**config.mk**
```make
export PLATFORM = sky130hd
export DESIGN_NAME = wb_regfile_hilo_flat
export DESIGN_NICKNAME = d
export VERILOG_FILES = /design/src/rtl/wb_regfile_hilo_pkg.sv /design/src/rtl/wb_regfile_hilo_if.sv /design/src/rtl/wb_regfile_hilo_hilo_reg.sv /design/src/rtl/wb_regfile_hilo.sv /design/src/flat_wrapper.sv
export SDC_FILE = /design/constraint.sdc
export NUM_CORES = 2
export LEC_CHECK = 0
export BUFFER_PORTS_ARGS = -buffer_cell sky130_fd_sc_hd__buf_2
export CAP_MARGIN = 0
export CORE_ASPECT_RATIO = 2
export CORE_UTILIZATION = 40
export DETAILED_ROUTE_END_ITERATION = 6
export PLACE_DENSITY = 0.62
export SETUP_SLACK_MARGIN = 0.3
export SLEW_MARGIN = 25
export SYNTH_ARGS = -nofsm -noshare
export SYNTH_HDL_FRONTEND = slang
export SYNTH_SLANG_ARGS = --single-unit
```
**constraint.sdc**
```tcl
create_clock -name clk -period 6.6 [get_ports clk]
set_clock_uncertainty 0.2 [all_clocks]
set_input_delay 0.33 -clock clk [delete_from_list [all_inputs] [get_ports clk]]
set_output_delay 0.33 -clock clk [all_outputs]
set_load 0.02 [all_outputs]
```
**src/rtl/wb_regfile_hilo_pkg.sv**
```systemverilog
// Shared widths, commit-bus field positions and the hard-wired zero register
// index for the write-back register file block.
package wb_regfile_hilo_pkg;

  localparam int ADDR_W      = 5;
  localparam int DATA_W      = 32;
  localparam int CNT_W       = 32;
  localparam int WB_TO_RF_WD = 38;
  localparam int HILO_BUS_WD = 66;

  // wb_to_rf_bus = {rf_we, rf_waddr, rf_wdata}
  localparam int RF_WE_BIT   = 37;
  localparam int RF_WADDR_HI = 36;
  localparam int RF_WADDR_LO = 32;
  localparam int RF_WDATA_HI = 31;
  localparam int RF_WDATA_LO = 0;

  // wb_to_hilo_bus = {hi_we, lo_we, hi_i, lo_i}
  localparam int HI_WE_BIT   = 65;
  localparam int LO_WE_BIT   = 64;
  localparam int HI_I_HI     = 63;
  localparam int HI_I_LO     = 32;
  localparam int LO_I_HI     = 31;
  localparam int LO_I_LO     = 0;

  localparam logic [ADDR_W-1:0] ZERO_REG = '0;

endpackage

```
**src/rtl/wb_regfile_hilo_if.sv**
```systemverilog
// WB commit buses, ID read ports and debug counters between the pipeline
// (master) and the register file (slave).
interface wb_regfile_hilo_if;
  import wb_regfile_hilo_pkg::*;

  logic [WB_TO_RF_WD-1:0] wb_to_rf_bus;
  logic [HILO_BUS_WD-1:0] wb_to_hilo_bus;
  logic [ADDR_W-1:0]      raddr1;
  logic [ADDR_W-1:0]      raddr2;
  logic [DATA_W-1:0]      rdata1;
  logic [DATA_W-1:0]      rdata2;
  logic [DATA_W-1:0]      hi_o;
  logic [DATA_W-1:0]      lo_o;
  logic [CNT_W-1:0]       commit_cnt;
  logic [CNT_W-1:0]       hilo_cnt;

  modport master (
    output wb_to_rf_bus, wb_to_hilo_bus, raddr1, raddr2,
    input  rdata1, rdata2, hi_o, lo_o, commit_cnt, hilo_cnt
  );

  modport slave (
    input  wb_to_rf_bus, wb_to_hilo_bus, raddr1, raddr2,
    output rdata1, rdata2, hi_o, lo_o, commit_cnt, hilo_cnt
  );

endinterface

```
**src/rtl/wb_regfile_hilo_hilo_reg.sv**
```systemverilog
// HI/LO pair: independent per-half writes, zero-latency write-through reads,
// and a count of cycles carrying any HI/LO commit. No backpressure.
module wb_regfile_hilo_hilo_reg
  import wb_regfile_hilo_pkg::*;
(
  input  logic                   clk,
  input  logic                   resetn,
  input  logic [HILO_BUS_WD-1:0] i_hilo_bus,
  output logic [DATA_W-1:0]      o_hi,
  output logic [DATA_W-1:0]      o_lo,
  output logic [CNT_W-1:0]       o_hilo_cnt
);

  logic              w_hi_we;
  logic              w_lo_we;
  logic [DATA_W-1:0] w_hi_i;
  logic [DATA_W-1:0] w_lo_i;
  logic [DATA_W-1:0] r_hi;
  logic [DATA_W-1:0] r_lo;
  logic [CNT_W-1:0]  r_hilo_cnt;

  assign w_hi_we = i_hilo_bus[HI_WE_BIT];
  assign w_lo_we = i_hilo_bus[LO_WE_BIT];
  assign w_hi_i  = i_hilo_bus[HI_I_HI:HI_I_LO];
  assign w_lo_i  = i_hilo_bus[LO_I_HI:LO_I_LO];

  always_ff @(posedge clk or negedge resetn) begin
    if (!resetn) begin
      r_hi       <= '0;
      r_lo       <= '0;
      r_hilo_cnt <= '0;
    end else begin
      if (w_hi_we) r_hi <= w_hi_i;
      if (w_lo_we) r_lo <= w_lo_i;
      if (w_hi_we || w_lo_we) r_hilo_cnt <= r_hilo_cnt + CNT_W'(1);
    end
  end

  assign o_hi       = w_hi_we ? w_hi_i : r_hi;
  assign o_lo       = w_lo_we ? w_lo_i : r_lo;
  assign o_hilo_cnt = r_hilo_cnt;

endmodule

```
**src/rtl/wb_regfile_hilo.sv**
```systemverilog
// 32x32 GPR file with two zero-latency write-through read ports, HI/LO pair
// and commit counters; consumes WB commits every cycle with no backpressure.
module wb_regfile_hilo
  import wb_regfile_hilo_pkg::*;
(
  input  logic             clk,
  input  logic             resetn,
  wb_regfile_hilo_if.slave bus
);

  logic              w_rf_we;
  logic [ADDR_W-1:0] w_rf_waddr;
  logic [DATA_W-1:0] w_rf_wdata;
  logic              w_rf_commit;
  logic [DATA_W-1:0] w_hi;
  logic [DATA_W-1:0] w_lo;
  logic [CNT_W-1:0]  w_hilo_cnt;

  logic [DATA_W-1:0] r_gpr [2**ADDR_W];
  logic [CNT_W-1:0]  r_commit_cnt;

  assign w_rf_we     = bus.wb_to_rf_bus[RF_WE_BIT];
  assign w_rf_waddr  = bus.wb_to_rf_bus[RF_WADDR_HI:RF_WADDR_LO];
  assign w_rf_wdata  = bus.wb_to_rf_bus[RF_WDATA_HI:RF_WDATA_LO];
  // Writes to r0 are dropped entirely: no store, no bypass, no count.
  assign w_rf_commit = w_rf_we && (w_rf_waddr != ZERO_REG);

  always_ff @(posedge clk or negedge resetn) begin
    if (!resetn) begin
      for (int i = 0; i < 2**ADDR_W; i++) r_gpr[i] <= '0;
      r_commit_cnt <= '0;
    end else if (w_rf_commit) begin
      r_gpr[w_rf_waddr] <= w_rf_wdata;
      r_commit_cnt      <= r_commit_cnt + CNT_W'(1);
    end
  end

  assign bus.rdata1 = (bus.raddr1 == ZERO_REG)                     ? '0         :
                      (w_rf_commit && (w_rf_waddr == bus.raddr1))  ? w_rf_wdata :
                                                                     r_gpr[bus.raddr1];
  assign bus.rdata2 = (bus.raddr2 == ZERO_REG)                     ? '0         :
                      (w_rf_commit && (w_rf_waddr == bus.raddr2))  ? w_rf_wdata :
                                                                     r_gpr[bus.raddr2];
  assign bus.commit_cnt = r_commit_cnt;

  wb_regfile_hilo_hilo_reg u_hilo (
    .clk        (clk),
    .resetn     (resetn),
    .i_hilo_bus (bus.wb_to_hilo_bus),
    .o_hi       (w_hi),
    .o_lo       (w_lo),
    .o_hilo_cnt (w_hilo_cnt)
  );

  assign bus.hi_o     = w_hi;
  assign bus.lo_o     = w_lo;
  assign bus.hilo_cnt = w_hilo_cnt;

endmodule

```
**src/flat_wrapper.sv**
```systemverilog
// flat-port wrapper written by rule: the top's interface ports become plain ports
module wb_regfile_hilo_flat import wb_regfile_hilo_pkg::*;
  (clk, resetn, bus_wb_to_rf_bus, bus_wb_to_hilo_bus, bus_raddr1, bus_raddr2, bus_rdata1, bus_rdata2, bus_hi_o, bus_lo_o, bus_commit_cnt, bus_hilo_cnt);
  wb_regfile_hilo_if bus_i ();
  input  logic clk;
  input  logic resetn;
  input wire logic [$bits(bus_i.wb_to_rf_bus)-1:0] bus_wb_to_rf_bus;
  input wire logic [$bits(bus_i.wb_to_hilo_bus)-1:0] bus_wb_to_hilo_bus;
  input wire logic [$bits(bus_i.raddr1)-1:0] bus_raddr1;
  input wire logic [$bits(bus_i.raddr2)-1:0] bus_raddr2;
  output wire logic [$bits(bus_i.rdata1)-1:0] bus_rdata1;
  output wire logic [$bits(bus_i.rdata2)-1:0] bus_rdata2;
  output wire logic [$bits(bus_i.hi_o)-1:0] bus_hi_o;
  output wire logic [$bits(bus_i.lo_o)-1:0] bus_lo_o;
  output wire logic [$bits(bus_i.commit_cnt)-1:0] bus_commit_cnt;
  output wire logic [$bits(bus_i.hilo_cnt)-1:0] bus_hilo_cnt;
  assign bus_i.wb_to_rf_bus = bus_wb_to_rf_bus;
  assign bus_i.wb_to_hilo_bus = bus_wb_to_hilo_bus;
  assign bus_i.raddr1 = bus_raddr1;
  assign bus_i.raddr2 = bus_raddr2;
  assign bus_rdata1 = bus_i.rdata1;
  assign bus_rdata2 = bus_i.rdata2;
  assign bus_hi_o = bus_i.hi_o;
  assign bus_lo_o = bus_i.lo_o;
  assign bus_commit_cnt = bus_i.commit_cnt;
  assign bus_hilo_cnt = bus_i.hilo_cnt;
  wb_regfile_hilo u_core (.clk(clk), .resetn(resetn), .bus(bus_i));
endmodule
```
# Yosys cells after proc, flatten, opt, wreduce, memory -nomap -nowiden
# Cells that the tools add are included.
# Widths: inputs -> output; s select.
[totals]
n_memories = 0
out_inout_bits = 192
register_bits = 1152
latchBits = 0
rom_bits = 0
ram_bits = 0
wordCells = 70
[classes]
n_div = 0
n_mul = 0
n_addsub = 2
n_reduce_logical = 8
n_mux = 15
n_eq_ne = 2
shifts = 0
bitwise_logic = 3
magnitude_cmp = 4
[op_table]
columns = ["operator", "count"]
rows = [
  ["$bwmux 1024", 1],
  ["$mux 32", 11],
  ["$bmux 32 s5", 2],
  ["$demux 32 s5", 1],
  ["$add 32x1->32 const B", 2],
  ["$ge 6x6->1 const B", 3],
  ["$not 5->6", 3],
  ["$eq 5x5->1", 2],
  ["$logic_not 5->1", 2],
  ["$lt 6x1->1 const B", 1],
  ["$reduce_bool 5->1", 1],
  ["$logic_and 1x1->1", 4],
  ["$logic_or 1x1->1", 1],
]

# Longest topological paths before layout
[logic_depth]
word_depth = 6
ltp_mapped = 11
mapped_depth_nobuf = 7

# Cells and area by module
# Synthesis repeated with hierarchy kept, for this count alone.
[unflattened]
hier_cells = 3991
hier_area_um2 = 60345.4
[by_module_without_submodules]
columns = ["module", "cells_each", "seq_area_each_um2", "instances", "area_each_um2"]
rows = [
  ["wb_regfile_hilo", 3727, 26425.3, 1, 56564.2],
  ["wb_regfile_hilo_hilo_reg", 264, 2402.3, 1, 3781.1],
]

# Worst setup path before layout
# No wires, ideal clock.
[synth_timing]
path_type = "in2out"
start = "input port bus_raddr1[0]"
end = "output port bus_rdata1[29]"
t_arrival_ps = 2170
required_time_ps = 6070
path_stages = 9
n_path_buf = 4
path_slack_ps = 3900
cell_sequence = "buf_4 buf_6 buf_6 buf_2 mux4_2 a22oi_1 a21oi_1 o21ai_1 o21ai_0"
[synth_between]
elab_chain_len = 6
elab_cells_between_ends = 9
classes_between = "eq/ne (1); mux (5); bitwise (1); reduce/logical (2)"
[synth_lines]
columns = ["element", "line_no", "rtl"]
rows = [
  ["from (decl)", "flat_wrapper.sv:9", "input wire logic [$bits(bus_i.raddr1)-1:0] bus_raddr1;"],
  ["$not 5->6 (implied by the code)", "wb_regfile_hilo.sv:40", "r_gpr[bus.raddr1];"],
  ["$bmux 32 s5", "wb_regfile_hilo.sv:40", ""],
  ["$mux 32 (implied by the code) (2 in series)", "wb_regfile_hilo.sv:40", ""],
  ["$mux 32", "wb_regfile_hilo.sv:39", "(w_rf_commit && (w_rf_waddr == bus.raddr1)) ? w_rf_wdata :"],
  ["$mux 32 (*)", "wb_regfile_hilo.sv:38", "assign bus.rdata1 = (bus.raddr1 == ZERO_REG) ? '0 :"],
  ["to (decl)", "flat_wrapper.sv:11", "output wire logic [$bits(bus_i.rdata1)-1:0] bus_rdata1;"],
]
# Every way passes the cells marked *; elsewhere a longest branch is shown, timed or not. The select of a mux whose other input is x is not followed.

# Worst setup path in the final report
[layout_timing]
start = "input port bus_wb_to_rf_bus[37]"
end = "output port bus_rdata1[27]"
[layout_between]
elab_chain_len = 4
[layout_lines]
columns = ["element", "line_no", "rtl"]
rows = [
  ["from (decl)", "flat_wrapper.sv:7", "input wire logic [$bits(bus_i.wb_to_rf_bus)-1:0] bus_wb_to_rf_bus;"],
  ["$logic_and 1x1->1", "wb_regfile_hilo.sv:26", "assign w_rf_commit = w_rf_we && (w_rf_waddr != ZERO_REG);"],
  ["$logic_and 1x1->1", "wb_regfile_hilo.sv:39", ""],
  ["$mux 32", "wb_regfile_hilo.sv:39", ""],
  ["$mux 32", "wb_regfile_hilo.sv:38", ""],
]
# No other way between the ends.

==> flow_metrics.py <==
metrics = {
    "clock_network": {
        "clk_path_buf_depth": 3,
        "clock_latency_ns": 0.76,
        "clkSinkCount": 1152,
        "clkTransAtPathRegs_ns": 0.06,
        "cts-root-buf": "clkbuf_16",
        "h-tree-depth": 3,
        "numCtsBuffers": 106,
        "cts_tree": "done",
        "cts_resized": 0,
    },
    "worst_setup_path": {
        "worstPathCellList": "dlygate4sd3_1 -> buf_2 -> inv_1 -> a21oi_2 -> and4_2 -> buf_4 -> nor4_1 -> a21oi_1 -> buf_2",
        "cp-start-kind": "input port",
        "endpoint_kind": "output port",
        "crit_path_start": "bus_wb_to_rf_bus[37]",
        "r2r-start": "u_core.bus.commit_cnt[0]$_DFFE_PN0P_",
        "path_max_fanout": 28,
        "crit_required_ns": 6.07,
        "cpPeakStageDelay_ns": 0.86,
        "worstRegToRegCells": 7,
        "path_common_cell": "buf_2",
        "cp_slowest_cell": "and4_2",
        "critical_path_class": "in2out",
        "critPathArrivalTime_ns": 3.76,
    },
    "job": {
        "maxCapViolations": 0,
    },
    "logic_synthesis": {
        "syn-cell-area_mm2": 0.0604,
        "synthSimpleGateAreaFrac_pct": 2.98,
        "synthArstFlopShare_pct": 100,
        "synthTopCellsByCount": "dfrtp_1 (1152), mux2_2 (1055), mux4_2 (507), clkbuf_1 (218), nand2_1 (189)",
        "synth_xor_area_share_pct": 1.04,
        "synthAdderAreaFrac_pct": 0.0414,
        "synth_top_cell_by_area": "dfrtp_1",
        "synth.distinct_cells": 61,
        "synth_edf_count": 0,
        "syn-num-nets": 4223,
        "synth_top_family_by_area": "multiplexers",
        "synth_compound_area_share_pct": 3.67,
        "yosys_register_bits": 1152,
        "yosys.area.top_type_share_pct": 47.7,
        "synthMuxAreaShare_pct": 40.9,
        "ys_seq_area_share_pct": 47.7,
        "synth.area.top_cells": "dfrtp_1 (48%), mux2_2 (20%), mux4_2 (19%), mux2i_1 (2.4%), clkbuf_1 (1.4%)",
        "yosysWarnings": 0,
        "syn_area_per_cell_um2": 14.7,
        "yosys.cell_count.top_type": "dfrtp_1",
        "syn_inst": 4105,
        "synth_ff_type": "dfrtp_1",
    },
    "layout": {
        "fin_cells": 6263,
        "n_fill_cell": 13200,
        "multi_input_area_mm2": 0.0296,
        "fin_util_pct": 45.2,
        "stdcell_area_mm2": 0.0678,
        "fin_nets": 4371,
        "layout-drive-gt1-share_pct": 50.5,
        "regArea_mm2": 0.0288,
        "area_delta_synth_final_pct": 12.2,
    },
    "floorplan": {
        "io_pins": 308,
        "start_util_pct": 40.3,
        "fp.dieArea_mm2": 0.153,
        "rows": 201,
        "die_h_um": 552,
        "die_x_um": 277,
        "fp.coreArea_mm2": 0.150,
    },
    "place": {
        "dp_cells": 6000,
        "hpwl_mm": 116,
        "place_area_mm2": 0.0633,
        "portBuffers": 307,
        "place_congestion": 0.826,
    },
    "global_routing": {
        "grt_antenna_before_repair": 11,
        "met2_usage_pct": 44.6,
        "grt_util_all_layers_pct": 26.1,
        "met1_usage_pct": 30.7,
        "grt_remaining_overflow": 0,
        "grt_start_max_net_pins": 178,
        "use_met3_pct": 4.26,
        "grt_pass1_vias": 41900,
        "grt_pass1_wl_mm": 291,
        "grt_busiest_layer": "met2",
    },
    "power_and_ir_drop": {
        "clkPwrFrac_pct": 32.6,
        "p_int_mw": 14.5,
        "power.leakage_nw": 29.6,
        "p_switching_mw": 5.86,
        "ir_worst_vdd_v": 0.000234,
        "combPwrFrac_pct": 21.7,
        "p_sw_share_pct": 28.8,
        "p_seq_share_pct": 45.7,
        "power_density_mw_per_mm2": 300,
    },
    "route": {
        "drtIter0Drc": 3299,
        "first_pass_iters": 6,
        "finalWirelength_mm": 198,
        "drc": 0,
        "ant_nets": 0,
        "via_per_inst": 6.29,
        "vias": 39400,
        "wire_per_inst_um": 31.7,
    },
    "sta": {
        "relSlewSlack_pct": 22.1,
        "finalHoldViolCount": 0,
        "period_needed_ns": 4.29,
        "finalMaxSlewViolations": 0,
        "fmax_mhz": 233,
        "worstMarginPinSlew_ns": 1.17,
        "setup_viol": 0,
        "fin_crit_sh_pct": 65.0,
        "timing.setup.tns_ns": 0,
        "rsz0062_at_grt": "no",
    },
    "worst_hold_path": {
        "hold_path.class": "in2reg",
        "hold_start": "bus_wb_to_rf_bus[23]",
        "worstHoldPathCells": 3,
    },
    "run_status": {
        "status": "finished clean",
    },
}
layer usage:
layer | wire (um) | vias up
met3 | 12200 | 569
met4 | 13600 | 6
li1 | - | 15900
met2 | 99500 | 1667
met5 | 41 | -
met1 | 73000 | 21300
final cells by class:
class,instances,share of cell area (%)
Antenna cell,2,0.00738
Clock buffer,154,4.62
Clock inverter,34,0.847
Inverter,10,0.0628
Multi-Input combinational cell,2506,43.7
Sequential cell,1152,42.5
Tap cell,1928,3.56
Timing Repair Buffer,477,4.69
layout by cell type (no fill, tap or decap), types with 44 or more instances in the layout:
cell type	n
a21oi_1	64
buf_2	298
buf_4	91
clkbuf_16	106
dfrtp_1	1152
dlygate4sd3_1	72
mux2_2	1055
mux2i_1	142
mux4_2	507
nand2_1	174
nand3_1	48
nor2_1	44
o21ai_0	62
o21ai_1	46
xnor2_1	54
logic make-up (layout without fill, tap and decap cells):
kind of cell               Yosys count  after routing
AOI/OAI and AO/OA                  336            336
xor gates and xnor gates            72             72
adders and majority gates            2              2
buffers and inverters              447            675
DFF                               1152           1152
muxes                             1704           1704
other                                0              2
and+or+nand+nor                    392            392
state kept, by name, indices dropped and copies added (netlist names):
name,count
u_core.u_hilo.r_lo,32
u_core.r_gpr,1024
u_core.u_hilo.r_hi,32
u_core.u_hilo.o_hilo_cnt,32
u_core.bus.commit_cnt,32
path summary, 6_finish.rpt:
| kind | end | slack, ns |
|---|---|---|
| max | bus_rdata1[27] | 2.31 |
| min | u_core.r_gpr[119]$_DFFE_PN0P_ | 0.03 |
| max reg2reg | u_core.bus.commit_cnt[30]$_DFFE_PN0P_ | 4.17 |
| min reg2reg | u_core.r_gpr[1003]$_DFFE_PN0P_ | 0.20 |
| max in group asynchronous | u_core.r_gpr[488]$_DFFE_PN0P_ | 4.19 |
| min in group asynchronous | u_core.r_gpr[149]$_DFFE_PN0P_ | 0.05 |
metrics by stage:
| stage | hold slack [ns] | power [mW] | setup WS [ns] |
|---|---|---|---|
| 2_1_floorplan | -0.166 | 12.3 | 3.90 |
| 3_3_place_gp | 0.177 | 13.6 | 2.49 |
| 3_5_place_dp | 0.184 | 13.8 | 2.49 |
| 4_1_cts | 0.000470 | 20.4 | 2.43 |
| 5_1_grt | 0.0529 | 21.1 | 2.15 |
| 6_report | 0.0324 | 20.3 | 2.31 |
repair_timing:
action / in CTS / in global routing
hold buffers: 72 / 0
buffers inserted: 0 / 0
setup endpoints to repair: 0 / 0
hold endpoints to repair: 234 / 0
power groups by stage:
stage	Sequential (mW)	Combinational [mW]	Clock, mW
after floorplan	9.10	3.21	0
after global placement	9.30	4.31	0
after detailed placement	9.39	4.39	0
after CTS	9.25	4.44	6.75
after global routing	9.44	4.71	6.97
final	9.28	4.41	6.62
worst max-delay path: cells and delay by family:
kind | cells | cell delay (ns)
compound gates | 2 | 0.82
buf+inv | 5 | 1.59
simple gates | 2 | 0.99
Power figures use the tool's default switching activity.
